File: src/rtl/gmii_tx_monitor.sv
// Passive GMII/MII transmit-path checker: validates preamble/SFD, FCS, length, IFG and tx_er
// per frame and publishes a registered per-frame status plus running frame/error counters.
module gmii_tx_monitor #(
    parameter int unsigned MIN_FRAME_LENGTH = 64,
    parameter int unsigned MAX_FRAME_LENGTH = 1518
) (
    input  logic        clk,
    input  logic        rst_n,
    input  logic [7:0]  gmii_txd,
    input  logic        gmii_tx_en,
    input  logic        gmii_tx_er,
    input  logic        clk_enable,
    input  logic        mii_select,
    input  logic [7:0]  ifg_delay,
    output logic        frame_valid,
    output logic [15:0] frame_len,
    output logic        err_preamble,
    output logic        err_fcs,
    output logic        err_runt,
    output logic        err_giant,
    output logic        err_tx_er,
    output logic        err_ifg,
    output logic [7:0]  last_ifg,
    output logic [31:0] frame_count,
    output logic [31:0] bad_count
);

    localparam logic [15:0] MinLen  = 16'(MIN_FRAME_LENGTH);
    localparam logic [15:0] MaxLen  = 16'(MAX_FRAME_LENGTH);
    localparam logic [31:0] CrcInit = 32'hFFFF_FFFF;
    localparam logic [31:0] Residue = 32'hDEBB_20E3;

    typedef enum logic [1:0] {StIdle, StPreamble, StData, StDrain} state_e;

    state_e      state_q, state_d, cur_state;
    logic [3:0]  pre_cnt_q, pre_cnt_d, pre_cnt_cur;
    logic [31:0] crc_q, crc_d, crc_cur;
    logic [15:0] len_q, len_d, len_cur;
    logic        err_pre_q, err_pre_d, err_pre_cur;
    logic        txer_q, txer_d, txer_cur;
    logic        nib_phase_q, idle_phase_q, first_frame_q, ifg_err_pend_q;
    logic [3:0]  nib_lo_q;
    logic [7:0]  ifg_cnt_q, ifg_pend_q;
    logic        byte_valid, sof, eof;
    logic [7:0]  byte_data;
    logic        end_pre, end_fcs, end_runt, end_giant, end_bad;

    function automatic logic [31:0] crc_byte(input logic [31:0] c, input logic [7:0] b);
        logic [31:0] r;
        r = c ^ {24'h0, b};
        for (int i = 0; i < 8; i++) begin
            r = r[0] ? ((r >> 1) ^ 32'hEDB8_8320) : (r >> 1);
        end
        return r;
    endfunction

    // MII assembles low nibble first; a byte completes on the second enabled nibble.
    always_comb begin
        byte_valid = 1'b0;
        byte_data  = gmii_txd;
        if (clk_enable && gmii_tx_en) begin
            if (!mii_select) begin
                byte_valid = 1'b1;
            end else if (nib_phase_q) begin
                byte_valid = 1'b1;
                byte_data  = {gmii_txd[3:0], nib_lo_q};
            end
        end
    end

    assign sof = clk_enable && gmii_tx_en && (state_q == StIdle);
    assign eof = clk_enable && !gmii_tx_en && (state_q != StIdle);

    // On the start-of-frame cycle the per-frame state is taken as freshly cleared, so a GMII
    // first byte is already checked as preamble.
    assign cur_state   = sof ? StPreamble : state_q;
    assign pre_cnt_cur = sof ? 4'd0 : pre_cnt_q;
    assign crc_cur     = sof ? CrcInit : crc_q;
    assign len_cur     = sof ? 16'd0 : len_q;
    assign err_pre_cur = sof ? 1'b0 : err_pre_q;
    assign txer_cur    = sof ? 1'b0 : txer_q;

    always_ff @(posedge clk) begin
        if (!rst_n) begin
            state_q <= StIdle;
        end else begin
            state_q <= state_d;
        end
    end

    always_comb begin
        state_d   = state_q;
        pre_cnt_d = pre_cnt_q;
        crc_d     = crc_q;
        len_d     = len_q;
        err_pre_d = err_pre_q;
        txer_d    = txer_q;
        if (clk_enable) begin
            state_d   = cur_state;
            pre_cnt_d = pre_cnt_cur;
            crc_d     = crc_cur;
            len_d     = len_cur;
            err_pre_d = err_pre_cur;
            txer_d    = txer_cur | (gmii_tx_en & gmii_tx_er);
            if (eof) begin
                state_d = StIdle;
            end else if (byte_valid) begin
                unique case (cur_state)
                    StPreamble: begin
                        if (byte_data == 8'h55) begin
                            if (pre_cnt_cur == 4'd7) begin
                                err_pre_d = 1'b1;
                                state_d   = StDrain;
                            end else begin
                                pre_cnt_d = pre_cnt_cur + 4'd1;
                            end
                        end else if ((byte_data == 8'hD5) && (pre_cnt_cur != 4'd0)) begin
                            state_d = StData;
                        end else begin
                            err_pre_d = 1'b1;
                            state_d   = StDrain;
                        end
                    end
                    StData: begin
                        crc_d = crc_byte(crc_cur, byte_data);
                        len_d = (len_cur == 16'hFFFF) ? len_cur : len_cur + 16'd1;
                    end
                    StIdle, StDrain: ;
                endcase
            end
        end
    end

    // Status as it will be published at the end-of-frame sample.
    always_comb begin
        end_pre   = err_pre_q || (state_q == StPreamble);
        end_fcs   = ((state_q == StData) && (crc_q != Residue)) || (mii_select && nib_phase_q);
        end_runt  = (state_q == StData) && (len_q < MinLen);
        end_giant = (state_q == StData) && (len_q > MaxLen);
        end_bad   = end_pre | end_fcs | end_runt | end_giant | txer_q | ifg_err_pend_q;
    end

    always_ff @(posedge clk) begin
        if (!rst_n) begin
            pre_cnt_q      <= 4'd0;
            crc_q          <= CrcInit;
            len_q          <= 16'd0;
            err_pre_q      <= 1'b0;
            txer_q         <= 1'b0;
            nib_phase_q    <= 1'b0;
            nib_lo_q       <= 4'd0;
            idle_phase_q   <= 1'b0;
            first_frame_q  <= 1'b1;
            ifg_cnt_q      <= 8'd0;
            ifg_pend_q     <= 8'd0;
            ifg_err_pend_q <= 1'b0;
            frame_valid    <= 1'b0;
            frame_len      <= 16'd0;
            err_preamble   <= 1'b0;
            err_fcs        <= 1'b0;
            err_runt       <= 1'b0;
            err_giant      <= 1'b0;
            err_tx_er      <= 1'b0;
            err_ifg        <= 1'b0;
            last_ifg       <= 8'd0;
            frame_count    <= 32'd0;
            bad_count      <= 32'd0;
        end else begin
            pre_cnt_q   <= pre_cnt_d;
            crc_q       <= crc_d;
            len_q       <= len_d;
            err_pre_q   <= err_pre_d;
            txer_q      <= txer_d;
            frame_valid <= 1'b0;
            if (clk_enable) begin
                if (!gmii_tx_en) begin
                    nib_phase_q <= 1'b0;
                end else if (mii_select) begin
                    if (!nib_phase_q) begin
                        nib_lo_q <= gmii_txd[3:0];
                    end
                    nib_phase_q <= ~nib_phase_q;
                end
                // An MII idle byte time spans two enabled cycles.
                if ((state_q == StIdle) && !gmii_tx_en) begin
                    if (!mii_select || idle_phase_q) begin
                        ifg_cnt_q <= (ifg_cnt_q == 8'hFF) ? ifg_cnt_q : ifg_cnt_q + 8'd1;
                    end
                    idle_phase_q <= mii_select ? ~idle_phase_q : 1'b0;
                end
                if (sof) begin
                    ifg_pend_q     <= ifg_cnt_q;
                    ifg_err_pend_q <= !first_frame_q && (ifg_cnt_q < ifg_delay);
                end
                if (eof) begin
                    frame_valid   <= 1'b1;
                    frame_len     <= len_q;
                    err_preamble  <= end_pre;
                    err_fcs       <= end_fcs;
                    err_runt      <= end_runt;
                    err_giant     <= end_giant;
                    err_tx_er     <= txer_q;
                    err_ifg       <= ifg_err_pend_q;
                    last_ifg      <= ifg_pend_q;
                    frame_count   <= frame_count + 32'd1;
                    bad_count     <= bad_count + {31'd0, end_bad};
                    first_frame_q <= 1'b0;
                    ifg_cnt_q     <= 8'd0;
                    idle_phase_q  <= 1'b0;
                end
            end
        end
    end

endmodule

File: config.mk
export PLATFORM = sky130hd
export DESIGN_NAME = gmii_tx_monitor
export DESIGN_NICKNAME = d
export VERILOG_FILES = /design/src/rtl/gmii_tx_monitor.sv
export SDC_FILE = /design/constraint.sdc
export NUM_CORES = 1
export LEC_CHECK = 0
export CORE_ASPECT_RATIO = 1.2
export CORE_UTILIZATION = 60
export CTS_CLUSTER_SIZE = 12
export DETAILED_ROUTE_END_ITERATION = 16
export DONT_BUFFER_PORTS = 1
export PLACE_DENSITY = 0.8
export SLEW_MARGIN = 20
export SYNTH_ARGS = -nofsm -noshare
export SYNTH_HDL_FRONTEND = slang
export SYNTH_SLANG_ARGS = --single-unit
File: constraint.sdc
create_clock -name clk -period 5.1 [get_ports clk]
set_input_delay 0.255 -clock clk [delete_from_list [all_inputs] [get_ports clk]]
set_output_delay 0.255 -clock clk [all_outputs]
set_load 0.03 [all_outputs]
==> results of run 1 <==
## synth_stat cells, types with 3 or more instances
library cell	n
dfxtp_1	175
nand2_1	157
xnor2_1	114
nor2_1	73
and2_1	59
xor2_1	53
a21boi_0	50
nand3_1	38
o21ai_0	38
clkbuf_1	35
nand4_1	22
nor2b_1	21
and3_1	19
nor3_1	16
ha_1	14
inv_1	14
or3_1	14
a21oi_1	10
buf_1	10
o22a_1	10
mux2i_1	9
buf_2	8
and4_1	7
o22ai_1	7
xnor2_2	6
nand2b_1	5
nor4_1	5
a211oi_1	4
a31oi_1	4
nand4b_1	4
o211ai_1	4
mux2_2	3
mux2i_4	3
## report_power, final
group / switching [uW] / internal, uW / total, uW
registers: 16.3 / 1380 / 1390
logic: 160 / 120 / 281
clock network: 546 / 751 / 1300
total: 723 / 2250 / 2970
## worst max-delay path by stage
stage / to / start / cells past startpoint / slack, ns
floorplan: len_q[15]$_SDFFE_PN0P_ / state_q[1]$_SDFFE_PN0P_ / 15 / 2.06
global placement: bad_count[31]$_SDFFE_PN0P_ / len_q[6]$_SDFFE_PN0P_ / 14 / 1.98
detailed placement: bad_count[31]$_SDFFE_PN0P_ / len_q[6]$_SDFFE_PN0P_ / 14 / 1.83
CTS: bad_count[31]$_SDFFE_PN0P_ / len_q[6]$_SDFFE_PN0P_ / 14 / 1.80
global route: bad_count[31]$_SDFFE_PN0P_ / len_q[6]$_SDFFE_PN0P_ / 14 / 1.45
finish: bad_count[31]$_SDFFE_PN0P_ / len_q[6]$_SDFFE_PN0P_ / 14 / 1.82
## layer usage
metal	vias up	track usage, %
met2	230	47.7
li1	3496	-
met4	0	12.6
met3	47	7.17
met1	3360	29.6
met5	-	0
## final cells by class
type / instances / area share, %
Multi-Input combinational cell: 812 / 54.5
Sequential cell: 175 / 35.6
Clock buffer: 20 / 4.64
Tap cell: 204 / 2.59
Clock inverter: 11 / 1.32
Timing Repair Buffer: 8 / 0.864
Inverter: 14 / 0.534
## logic make-up after synthesis
family,synth area share (%)
buffers and inverters,3.19
multiplexers,2.41
XOR/XNOR,17.7
AND/OR/NAND/NOR,25.0
AO/OA/AOI/OAI,11.4
adder cells (fa/ha/maj),1.92
flip-flops,38.3
## worst max-delay path, stage by stage, from the launching register on
cell      delay (ns)
dfxtp_1         0.41
and3_1          0.25
and4_1          0.19
o21ai_0         0.07
nand4b_1        0.09
nand2_1         0.07
nand4_1         0.16
ha_1            0.19
nand3_1         0.10
nor3_1          0.51
and2_1          0.29
nand3_1         0.22
nor3_1          0.28
xor2_1          0.21
and2_1          0.15
## through the flow
| stage | setup WS [ns] | hold slack, ns |
|---|---|---|
| floorplan | 2.06 | 0.421 |
| global placement | 1.98 | 0.334 |
| detailed placement | 1.83 | 0.334 |
| CTS | 1.80 | 0.00301 |
| global route | 1.45 | 0.000139 |
| finish | 1.82 | 0.0130 |
## registers in the layout (all words and copies together), names as in the netlist, 4 cells and up
| name | count |
|---|---|
| bad_count | 32 |
| crc_q | 32 |
| frame_count | 32 |
| frame_len | 16 |
| len_q | 16 |
| ifg_cnt_q | 8 |
| ifg_pend_q | 8 |
| last_ifg | 8 |
| nib_lo_q | 4 |
| pre_cnt_q | 4 |
## what timing repair did
action,CTS,global route
buffers inserted,0,0
resized for setup,0,0
hold endpoints to repair,145,0
hold buffers,3,0
==> results.md, run 1 <==
* Status: finished, final reports clean
* Count of different cell masters after synthesis at 68
* Syn Nets at approximately 1100
* Via Count at just over 7000
* Via count of the first global-routing pass at a little under 7000
* Post-Syn Area at 9140 sq um
* Multi-input logic area at approximately 5400 sq um
* Largest net degree at the start of global routing at 146
* Later-pin clock latency in the skew report at about 0.43 ns
* Startpoint types: flip-flop
* Num CTS Buffers at 17
* Router iterations before antenna repair at 5
* CTS Buffer Depth at 2
* DRT iter0 DRCs at 538
* Grt total ovfl at 0
* Final Cycle Share at between 60 and 70%
* Num rows at just under 50
* Post-Route WL at approximately 21000 um
* Worst Hold Class: primary input to flip-flop
* Total power at 2970 uW
* Setup slack, reg-to-reg at between 1.5 and 2 ns
* HP Start: gmii_txd[0]
* Register Area at 3500 sq um
* Power density over the cells at between 300 and 400 nW/um^2
* Layout area overhead at 7.74%
* Area share of the largest cell type after synthesis at 38.3%
* TritonCTS clock tree: built
* Async set-or-reset flop fraction in the synthesized netlist at 0%
* Most common cell after layout, fill and taps aside: dfxtp_1
* Die X at about 110 um
* Sequential area share after synthesis at between 30% and 40%
* First-pass GRT wire length at between 30000 and 40000 um
* Reg2reg start: len_q[6]$_SDFFE_PN0P_
* CP Max Fanout at 6
* Placed Cells at 1210
* # Max-Cap Violations at 0
* Max transition margin at 31.7%
* Gr usage total at a little over a quarter
* Antenna violations before repair at 0
* H-tree depth at 4
* Core area at about 15000 sq um
* Final HPWL DP at 14500 um
* Port buffer count at 0
* Met3 WL at 1640 um
* Final clock skew at roughly 0.0089 ns
* Area post-placement at just over 9000 sq um
* Cell taking the most area after synthesis: dfxtp_1
* Peak supply drop at approximately 0.00022 V
* Hold path endpoint: nib_lo_q[0]$_SDFFE_PN0P_
* I/O pin count at 117
* Antenna-violating nets left at 0
* Fin area at 9840 sq um
* Synthesis Warnings at 0
* Share of cells above drive strength 1 at approximately 6.6%
* Initial Util at between 60% and 70%
* Crit path DAT at 3.65 ns
* Die Ht at 137 um
* Slew Limit Fails at 0
* Final core utilization at 65.8%
* R2R depth at 14
* Layout fillers at between 1000 and 1500
* Worst slew pin tran at around 1 ns
* Clock sinks at ~180
* # DRC at 0
* R2R Path End: bad_count[31]$_SDFFE_PN0P_
* WP data required at around 5.5 ns
* Flops & latches, synth at 175
* F_max at 0.305 GHz
* Nets at 1064
* Via/cell ratio at approximately 5.7
* Routed length per instance at about 17 um
* Worst-path clk slew at 0.07 ns
* EDFF count, synth at 0
* P_leak at 0.00360 uW
* Hold path depth at 2
* Final hold viol count at 0
* Post-route setup TNS at 0 ns
* Mean Syn Cell Area at 8.64 sq um
* Met1 Wirelength at 8270 um
* Min cycle time layout at around 3.3 ns
* Main synth FF type: dfxtp_1
* Final setup fails at 0
* Commonest non-fill, non-tap cells in the layout: dfxtp_1, nand2_1, xnor2_1
* CP endpoint kind: flip-flop
* Crit Path Category: flip-flop to flip-flop
* Final std cells w/o fill at 1244
* DR WL met2 at 10200 um
* RSZ-0062 raised after global routing: no
* Synth top area cells: dfxtp_1, xnor2_1, nand2_1, xor2_1, a21boi_0
* Die ar. at 15700 sq um
* Routability congestion estimate at roughly 1
* Top layer in use: met4
* Root buffer cell: clkbuf_16
* # diodes at 0
* Cells after synthesis at 1057
(Power assumes the default switching activity.)
==> run 2: changes to the inputs <==
- CORE_UTILIZATION: 60 -> 58
- clock period: 5.1 -> 2.8 ns (I/O delays scaled with it)
==> run 2 against run 1 <==
Via count up 7.3%. Count of clock-buffer cells in the layout down 2. Die area up 3.4%. Cell count up 6.5%. Clock power up 87%. Flip-flop and latch count unchanged. Sequential power up 82%. Largest cell class unchanged.
==> results.md, run 2 (synthesis gave the netlist of run 1 again) <==
* Peak supply drop at 0.000425 V (was 0.000221 V)
* Crit. Startpoint: len_q[8]$_SDFFE_PN0P_ (was len_q[6]$_SDFFE_PN0P_)
* Commonest non-fill, non-tap cells in the layout: dfxtp_1, nand2_1, xnor2_1 (unchanged)
* CTS Buffer Depth at 2 (unchanged)
* Slew Limit Fails at 0 (unchanged)
* Routed length per instance at 17.4 um (was 16.7 um)
* Grt total ovfl at 0 (unchanged)
* Most common cell after layout, fill and taps aside: dfxtp_1 (unchanged)
* Area post-placement at 9750 sq um (was 9210 sq um)
* Port buffer count at 0 (unchanged)
* DRT iter0 DRCs at 495 (was 538)
* R2R depth at 13 (was 14)
* Cell breakdown of the critical path: and3_4, and4_1, o21ai_0, nand4b_1, nand2_1, nand4_1, ha_2, nand3_1, nor3_2, and2_1, nand3_2, or3_1, a21boi_0 (was and3_1, and4_1, o21ai_0, nand4b_1, nand2_1, nand4_1, ha_1, nand3_1, nor3_1, and2_1, nand3_1, nor3_1, xor2_1, and2_1)
* Hold path depth at 2 (unchanged)
* # Max-Cap Violations at 0 (unchanged)
* Num CTS Buffers at 17 (unchanged)
* Worst path buffer plus inverter count at 0 (unchanged)
* Final hold viol count at 0 (unchanged)
* Hold_ws at 0.0291 ns (was 0.0130 ns)
* Crit Path Category: flip-flop to flip-flop (unchanged)
* Clock sinks at 175 (unchanged)
* Via count of the first global-routing pass at 7465 (was 6771)
* First-pass GRT wire length at 36000 um (was 32700 um)
* RSZ-0062 raised after global routing: yes (was no)
* Min cycle time layout at 2.72 ns (was 3.28 ns)
* Router iterations before antenna repair at 5 (unchanged)
* Core area at 15200 sq um (was 15000 sq um)
* Worst Hold Class: primary input to flip-flop (unchanged)
* Via/cell ratio at 5.78 (was 5.73)
* Worst Setup Slack, final at 0.0808 ns (was 1.82 ns)
* H-tree depth at 4 (unchanged)
* Worst-path clk slew at 0.07 ns (about the same)
* P_leak at 0.00400 uW (was 0.00360 uW)
* Startpoint types: flip-flop (unchanged)
* Slowest cell on the critical path: dfxtp_2 (was nor3_1)
* Final setup fails at 0 (unchanged)
* Die ar. at 16300 sq um (was 15700 sq um)
* Largest net degree at the start of global routing at 147 (was 146)
* Antenna-violating nets left at 0 (unchanged)
* Max incr delay on CP at 0.36 ns (was 0.51 ns)
* F_max at 0.368 GHz (was 0.305 GHz)
* Post-route setup TNS at 0 ns (unchanged)
* Root buffer cell: clkbuf_16 (unchanged)
* CP Depth at 13 (was 14)
* CP endpoint kind: flip-flop (unchanged)
* Initial Util at 60.1% (was 61.1%)
* Layout area overhead at 15.5% (was 7.74%)
* Final HPWL DP at 15700 um (was 14500 um)
* Status: finished, final reports clean (unchanged)
* Worst slew pin tran at 0.587 ns (was 1.02 ns)
* Fin area at 10600 sq um (was 9840 sq um)
* Die X at 117 um (was 115 um)
* # DRC at 0 (unchanged)
* Die Ht at 139 um (was 137 um)
* Power density over the cells at 523 nW/um^2 (was 302 nW/um^2)
* Pre-CTS setup slack at -0.0700 ns (was 1.83 ns)
* Biggest regs: bad_count (32), crc_q (32), frame_count (32) (unchanged)
* Final clock skew at 0.00748 ns (was 0.00890 ns)
* Num rows at 49 (unchanged)
* I/O pin count at 117 (unchanged)
* Gr usage total at 28.3% (was 26.8%)
* Routability congestion estimate at 0.944 (was 1.00)
* Nets at 1144 (was 1064)
* # diodes at 0 (unchanged)
* WP data required at 3.15 ns (was 5.47 ns)
* HP Start: rst_n (was gmii_txd[0])
* Total power at 5520 uW (was 2970 uW)
* Max transition margin at 60.7% (was 31.7%)
* Share of cells above drive strength 1 at 14.0% (was 6.63%)
* Crit path max-delay family: simple AND/OR/NAND/NOR gates (unchanged)
* CP Max Fanout at 5 (was 6)
* Post-Route WL at 23100 um (was 20800 um)
* Via Count at 7653 (was 7133)
* Reg2reg start: len_q[8]$_SDFFE_PN0P_ (was len_q[6]$_SDFFE_PN0P_)
* Antenna violations before repair at 0 (unchanged)
* TritonCTS clock tree: built (unchanged)
* Crit path DAT at 3.07 ns (was 3.65 ns)
* Final Cycle Share at 97.1% (was 64.4%)
* Later-pin clock latency in the skew report at 0.43 ns (about the same)
* Layout fillers at 1180 (was 1242)
-- run 2: cell count changes in the layout (fill, tap and decap cells not counted), sizes merged --
cell | before | now
buf | 6 | 79
inv | 18 | 21
clkbuf | 20 | 18
dlygate4sd3 | 2 | 9
-- run 2: timing repair --
| action | 4_1_cts | 5_1_grt |
|---|---|---|
| hold endpoints to repair | 149 | 0 |
| hold buffers | 10 | 0 |
| gates resized for setup | 6 | 13 |
| endpoints found under the setup margin | 8 | 19 |
| pin swaps | 0 | 6 |
| setup buffers | 0 | 4 |
-- run 2: worst paths after layout --
path | endpoint | slack [ns]
worst max-delay path | bad_count[29]$_SDFFE_PN0P_ | 0.08
worst min-delay path | ifg_cnt_q[7]$_SDFFE_PN0P_ | 0.03
worst max register to register | bad_count[29]$_SDFFE_PN0P_ | 0.08
worst min register to register | first_frame_q$_SDFFE_PN1P_ | 0.45
-- run 2: final cells by class --
class | count | area (sq um) | share of cell area, %
multi-input combinational | 812 | 5420 | 51.3
sequential | 175 | 3510 | 33.3
timing repair buffer | 88 | 716 | 6.78
clock buffer | 18 | 429 | 4.07
tap | 204 | 255 | 2.42
clock inverter | 14 | 175 | 1.66
inverter | 14 | 52.6 | 0.498
-- run 2: metrics by stage --
stage | util (%) | cells
6_report | 69.4 | 1325
5_1_grt | 69.4 | 1325
4_1_cts | 68.9 | 1321
3_3_place_gp | 64.1 | 1279
3_5_place_dp | 64.1 | 1279
2_1_floorplan | - | 1057
-- run 2: metal layers --
| metal | track usage [%] | vias to the layer above | part of all wire (%) |
|---|---|---|---|
| li1 | - | 3680 | - |
| met1 | 31.4 | 3600 | 39 |
| met2 | 49.1 | 300 | 49 |
| met3 | 8.19 | 73 | 8.4 |
| met4 | 13.1 | 0 | 3.8 |
| met5 | 0 | - | 0 |
-- run 2: report_power, final --
part	switching, uW	internal [uW]	total (uW)
Combinational	313	253	567
Clock	1070	1350	2430
Sequential	27.9	2500	2530
Total	1420	4110	5520
